`src/rtl/conv_ctrl.sv`:
```
// conv_ctrl: streams an n x n feature map into a convolver and stores the M x M valid results.
module conv_ctrl #(
    parameter  int unsigned n   = 28,
    parameter  int unsigned k   = 5,
    parameter  int unsigned N   = 16,
    parameter  int unsigned TMO = 16,
    localparam int unsigned M   = n - k + 1,
    localparam int unsigned NN  = n * n,
    localparam int unsigned MM  = M * M,
    localparam int unsigned PAW = (NN > 1) ? $clog2(NN) : 1,
    localparam int unsigned OAW = (MM > 1) ? $clog2(MM) : 1
) (
    input  logic                clk_i,
    input  logic                rst_i,
    input  logic                start_i,
    input  logic                abort_i,
    output logic                busy_o,
    output logic                done_o,
    output logic                err_o,
    output logic                pix_rd_o,
    output logic [PAW-1:0]      pix_addr_o,
    input  logic [N-1:0]        pix_data_i,
    output logic                conv_en_o,
    output logic                conv_rst_o,
    output logic [N-1:0]        conv_act_o,
    input  logic signed [N-1:0] conv_data_i,
    input  logic                conv_done_i,
    output logic                out_we_o,
    output logic [OAW-1:0]      out_addr_o,
    output logic [N-1:0]        out_data_o
);

    localparam int unsigned WCW = $clog2(MM + 1);
    localparam int unsigned CW  = (n > 1) ? $clog2(n) : 1;
    localparam int unsigned TW  = (TMO > 1) ? $clog2(TMO) : 1;

    typedef enum logic [2:0] {
        IDLE,
        STREAM,
        DRAIN,
        WAIT_CDONE,
        RELEASE,
        DONE
    } state_e;

    state_e          state_q, state_d;
    logic            abort_hit;
    logic            tmo_hit;
    logic            qual;
    logic            conv_rst_q;
    logic [WCW-1:0]  wc_q;
    logic [TW-1:0]   tmr_q;
    logic [CW-1:0]   row_q, col_q;
    logic [CW-1:0]   s1_row_q, s1_col_q, s2_row_q, s2_col_q;
    logic            s1_v_q, s2_v_q;

    // The convolver samples read data directly in the cycle after each read issue.
    assign conv_act_o = pix_data_i;
    assign conv_rst_o = rst_i | conv_rst_q;

    // A pixel two cycles past its read issue lines up with conv_data_i; keep it if its window is complete.
    assign qual = s2_v_q && ((state_q == STREAM) || (state_q == DRAIN)) &&
                  (s2_row_q >= CW'(k - 1)) && (s2_col_q >= CW'(k - 1));

    // Next-state logic; abort from any active state overrides every other transition.
    always_comb begin
        state_d   = state_q;
        abort_hit = 1'b0;
        tmo_hit   = 1'b0;
        unique case (state_q)
            IDLE:       if (start_i) state_d = STREAM;
            STREAM:     if (pix_addr_o == PAW'(NN - 1)) state_d = DRAIN;
            DRAIN:      if (wc_q == WCW'(MM)) state_d = WAIT_CDONE;
            WAIT_CDONE: begin
                if (conv_done_i) begin
                    state_d = RELEASE;
                end else if (tmr_q == TW'(TMO - 1)) begin
                    state_d = IDLE;
                    tmo_hit = 1'b1;
                end
            end
            RELEASE: begin
                if (!conv_done_i) begin
                    state_d = DONE;
                end else if (tmr_q == TW'(TMO - 1)) begin
                    state_d = IDLE;
                    tmo_hit = 1'b1;
                end
            end
            DONE:       state_d = IDLE;
            default:    state_d = IDLE;
        endcase
        if ((state_q != IDLE) && abort_i) begin
            state_d   = IDLE;
            abort_hit = 1'b1;
            tmo_hit   = 1'b0;
        end
    end

    // State register, handshake timer and status outputs registered from the next state.
    always_ff @(posedge clk_i) begin
        if (rst_i) begin
            state_q    <= IDLE;
            tmr_q      <= '0;
            busy_o     <= 1'b0;
            done_o     <= 1'b0;
            err_o      <= 1'b0;
            pix_rd_o   <= 1'b0;
            conv_en_o  <= 1'b0;
            conv_rst_q <= 1'b0;
        end else begin
            state_q    <= state_d;
            busy_o     <= (state_d != IDLE);
            done_o     <= (state_d == DONE);
            pix_rd_o   <= (state_d == STREAM);
            conv_en_o  <= (state_d == STREAM) || (state_d == DRAIN) || (state_d == WAIT_CDONE);
            conv_rst_q <= abort_hit || tmo_hit;
            if (state_d != state_q) begin
                tmr_q <= '0;
            end else if ((state_q == WAIT_CDONE) || (state_q == RELEASE)) begin
                tmr_q <= tmr_q + TW'(1);
            end
            if ((state_q == IDLE) && start_i) begin
                err_o <= 1'b0;
            end else if (tmo_hit) begin
                err_o <= 1'b1;
            end
        end
    end

    // Read address / raster position, coordinate delay pipeline and result write port.
    always_ff @(posedge clk_i) begin
        if (rst_i) begin
            pix_addr_o <= '0;
            row_q      <= '0;
            col_q      <= '0;
            s1_v_q     <= 1'b0;
            s1_row_q   <= '0;
            s1_col_q   <= '0;
            s2_v_q     <= 1'b0;
            s2_row_q   <= '0;
            s2_col_q   <= '0;
            wc_q       <= '0;
            out_we_o   <= 1'b0;
            out_addr_o <= '0;
            out_data_o <= '0;
        end else begin
            if ((state_q == IDLE) && start_i) begin
                pix_addr_o <= '0;
                row_q      <= '0;
                col_q      <= '0;
                wc_q       <= '0;
            end else if ((state_q == STREAM) && (state_d == STREAM)) begin
                pix_addr_o <= pix_addr_o + PAW'(1);
                if (col_q == CW'(n - 1)) begin
                    col_q <= '0;
                    row_q <= row_q + CW'(1);
                end else begin
                    col_q <= col_q + CW'(1);
                end
            end
            s1_v_q   <= (state_q == STREAM) && !abort_hit;
            s1_row_q <= row_q;
            s1_col_q <= col_q;
            s2_v_q   <= s1_v_q && !abort_hit;
            s2_row_q <= s1_row_q;
            s2_col_q <= s1_col_q;
            out_we_o <= qual && !abort_hit;
            if (qual && !abort_hit) begin
                out_data_o <= $unsigned(conv_data_i);
                out_addr_o <= OAW'(wc_q);
                wc_q       <= wc_q + WCW'(1);
            end
        end
    end

endmodule

```
`config.mk`:
```
export PLATFORM = sky130hd
export DESIGN_NAME = conv_ctrl
export DESIGN_NICKNAME = d
export VERILOG_FILES = /design/src/rtl/conv_ctrl.sv
export SDC_FILE = /design/constraint.sdc
export NUM_CORES = 1
export LEC_CHECK = 0
export CAP_MARGIN = 20
export CORE_MARGIN = 1.5
export CORE_UTILIZATION = 50
export CTS_CLUSTER_DIAMETER = 80
export DETAILED_ROUTE_END_ITERATION = 8
export PLACE_DENSITY = 0.88
export SLEW_MARGIN = 20
export SYNTH_ARGS = -nofsm -noshare
export SYNTH_HDL_FRONTEND = slang
export SYNTH_SLANG_ARGS = --single-unit
```
`constraint.sdc`:
```
create_clock -name clk_i -period 5.14 [get_ports clk_i]
set_clock_uncertainty 0.1 [all_clocks]
set_input_delay 1.542 -clock clk_i [delete_from_list [all_inputs] [get_ports clk_i]]
set_output_delay 1.542 -clock clk_i [all_outputs]
set_load 0.02 [all_outputs]
```
Word-level counts from Yosys, hierarchy flattened
Cells that the tools add are included.
- register bits after elaboration: 92
- bits of input ports: 37
- $add $sub $neg: 5
- order comparisons: 2
- equal/unequal tests: 13
- mux-type cells: 17
- bitwise gates (word level): 1
- reductions and logical operators: 22
- operator list (operator ; count):
    $mux 3 ; 7
    $add 10x1->10 const B ; 2
    $eq 10x10->1 const B ; 2
    $mux 10 ; 2
    $pmux 3 s5 ; 1
    $eq 3x2->1 const B ; 4
    $add 5x1->5 const B ; 2
    $ge 5x3->1 const B ; 2
    $logic_and 1x1->1 ; 9
    $eq 3x1->1 const B ; 2
    $eq 3x3->1 const B ; 2
    $reduce_bool 3->1 ; 2
    $eq 5x5->1 const B ; 1
    $logic_or 1x1->1 ; 5
    $mux 1 ; 5
    $mux 5 ; 1
    $add 4x1->4 const B ; 1
    $eq 4x4->1 const B ; 1
    $reduce_or 2->1 ; 2
    $logic_not 3->1 ; 1
    $ne 3x3->1 ; 1
    $pmux 1 s2 ; 1
    $reduce_and 2->1 ; 1
    $reduce_bool 2->1 ; 1
    2 further kinds ; 2

Logic depth before layout (Yosys ltp)
- word-level depth: 8
- depth in mapped cells: 8
- mapped depth without buffers: 7

Worst setup path after synthesis
OpenSTA, ideal clock, no wires.
- path type: input port to output port
- from: input rst_i
- to: output conv_rst_o
- arrival time: 2170 ps
- setup slack: 1328 ps
- stages on the path: 3
- path through: clkbuf_1 > clkbuf_1 > or2_2
- longest elaborated chain between the ends: 1
- ends and longest elaborated chain (element ; RTL line ; text):
    start, declared ; 14 ; input logic rst_i,
    $or 1x1->1 ; 59 ; assign conv_rst_o = rst_i | conv_rst_q;
    end, declared ; 24 ; output logic conv_rst_o,
Every way passes these cells.

Worst setup path in the final report
Same ends and word-level chain as after synthesis.

==> results.md <==
- Status: complete, no violations
- Detail-routed via count per cell: 5.477
- Max FO, Critical Path: 2
- Hold Fails Final Rpt: 0
- CP Class: in -> out
- Final hold slack: 343.1 ps
- Post-synth top area share: 45.85%
- Number of remaining DRC errors: 0
- Met1 Usage GRT: 25.10%
- Hold path depth: 1
- FILL cells: 608
- WP data arrival: 2490 ps
- Synth Register Bits: 84
- Clk Latency, worst-skew pair: 350 ps
- TritonRoute pass-1 iters: 5
- Period utilization: 80.47%
- CTS sink count: 84
- Final setup violating endpoints: 0
- Initial antenna violation count: 0
- Largest net degree at the start of global routing: 63
- Number of global-route vias before repair: 2804
- Worst slew margin: 55.79%
- H-tree levels: 3
- RSZ-0062 raised after global routing: no
- WL final: 7659 um
- Max Fclk: 0.2418 GHz
- Grt total ovfl: 0
- Syn nets: 483
- Maximum VDD drop: 176.4 uV
- Pwr Density: 264.7 nW/um^2
- Initial Utilization: 51.11%
- Die width: 88.64 um
- Row cnt: 31
- Area leader, netlist: dfxtp_1
- Routed Antenna Nets: 0
- Top_reg_cell synth: dfxtp_1
- Max-Cap Viols: 0
- Die area: 7857 sq um
- Syn Inst Count: 440
- Resized cells post-CTS: 0
- Die span in y: 88.64 um
- CP Capture Type: output pin
- Tot GR Track Use: 20.18%
- Leakage: 1.493 nW
- Fin crit period: 4136 ps
- CTS Hold Bufs: 0
- CTS clk-pin slew, worst paths: 90 ps
- R2r endpoint: wc_q[4]$_SDFFE_PP0P_
- Core Region: 7176 sq um
- CTS Root Cell: clkbuf_8
- Hold path start: s1_row_q[3]$_SDFF_PP0_
- Syn Area/Cell: 8.335 sq um
- CTS tree: yes
- Post-layout util: 61.20%
- Mapped Area: 3667 sq um
- Post-CTS Setup Bufs: 0
- Max Slew Vio Count: 0
- Drt wl/cell: 13.30 um
- Share of cells above drive strength 1: 5.870%
- Port buffer count: 63
- Synth unique cells: 54
- Starting DRC count in detailed routing: 114
- Via count: 3155
- EDFF count, synth: 0
- CTS Buf Count: 9
- Post-route cell area: 4392 sq um
- Worst Path Required: 3500 ps
- First-pass GRT wire length: 12480 um
- Worst R2R Setup Slack: 2370 ps
- DP Area: 4209 sq um
- Gpl congestion: 0.8130
- Final net count: 515
- Layout area overhead: 19.75%
- Most used routing layer: met2
- ANT cells: 0
- Fin Setup TNS: 0 ps
- Post-synthesis sequential area ratio: 45.85%
- Synth area leaders: dfxtp_1 46%, nand2_1 7.4%, a21oi_1 6.1%
- Footprint of the multi-input gates: 1722 sq um
- Met3 Use GR: 5.784%
- Ys Warns: 0
- Met2 Usage GRT: 33.47%
- FF-to-FF Start: state_q[2]$_SDFF_PP0_
- WHS Endpoint: s2_row_q[3]$_SDFF_PP0_
- FF+latch area: 1682 sq um
- Slew at the pin with the worst max-slew slack: 660.7 ps
- Ports: 96
- Min-delay worst type: reg -> reg
- Post-DP HPWL: 5255 um
- Most common library cell in the layout ignoring fill and taps: dfxtp_1
- Startpoint Class: input port
- Worst R2R Path Depth: 5
- Clock Path Buffers: 2
- Most frequent cells in the layout: 84 x dfxtp_1, 72 x nand2_1, 62 x clkdlybuf4s50_1
- Asr flop ratio synth: 0%
[synth_stat cells, drive strengths merged, types with 2 or more instances]
cell	number
a2111oi	2
xor2	11
ha	6
xnor2	2
a21o	2
nor4b	5
nor4bb	2
a311o	2
or2	3
dfxtp	84
a211oi	3
nand3	20
nand4b	2
o21ai	12
nor2b	16
inv	7
a31oi	5
mux2i	3
a21oi	45
or4b	2
nand4	6
nand2	72
nor2	28
nor3	11
o211ai	4
buf	21
and3	7
or4	3
or3	9
and2	3
clkbuf	25
[state kept, by name, summed over array words and instances (netlist names), 3 cells and up]
name,cells
s2_row_q,3
wc_q,10
tmr_q,4
s1_row_q,3
out_addr_o,10
s1_col_q,3
pix_addr_o,10
s2_col_q,3
out_data_o,16
col_q,5
row_q,5
state_q,3
[cell type report]
class | count | share of cell area, %
inverter | 7 | 0.5983
clock buffer | 9 | 2.821
multi-input combinational | 303 | 39.20
timing repair buffer | 67 | 14.93
sequential | 84 | 38.29
clock inverter | 7 | 1.339
tap | 99 | 2.821
[power breakdown]
group	switching, W	internal (W)
sequential	0.00000535	0.000655
combinational	0.0000402	0.0000319
clock	0.000248	0.000182
[cells by family after synthesis]
kind of cell	Yosys count	share of synthesized area, %
AOI/OAI and AO/OA	85	13.95
DFF	84	45.85
and+or+nand+nor	196	26.85
adders and majority gates	6	2.047
xor gates and xnor gates	13	3.105
buffers and inverters	53	7.370
muxes	3	0.8189
[layer usage]
layer | wire (um) | vias up
met5 | 0 | -
met4 | 87 | 0
met3 | 533 | 9
met2 | 3706 | 103
met1 | 3332 | 1467
li1 | - | 1576
[through the flow]
step	setup WS [ps]	total power, W	std cells
after floorplan	1328	0.0007355	440
after global placement	1013	0.0007462	560
after detailed placement	996.9	0.0007473	560
after CTS	996.9	0.001178	576
after global routing	990.0	0.001211	576
final	1004	0.001162	576
[worst max-delay path, stage by stage]
cell and delay (ps):
buf_2 130, or2_2 280, clkdlybuf4s50_1 540
[worst max-delay path by stage]
stage,start,endpoint,slack [ps],cells after the start
detailed placement,rst_i,conv_rst_o,1000,3
global placement,rst_i,conv_rst_o,1010,3
CTS,rst_i,conv_rst_o,1000,3
finish,rst_i,conv_rst_o,1000,3
global route,rst_i,conv_rst_o,990,3
floorplan,rst_i,conv_rst_o,1330,3
(Power assumes the default switching activity.)
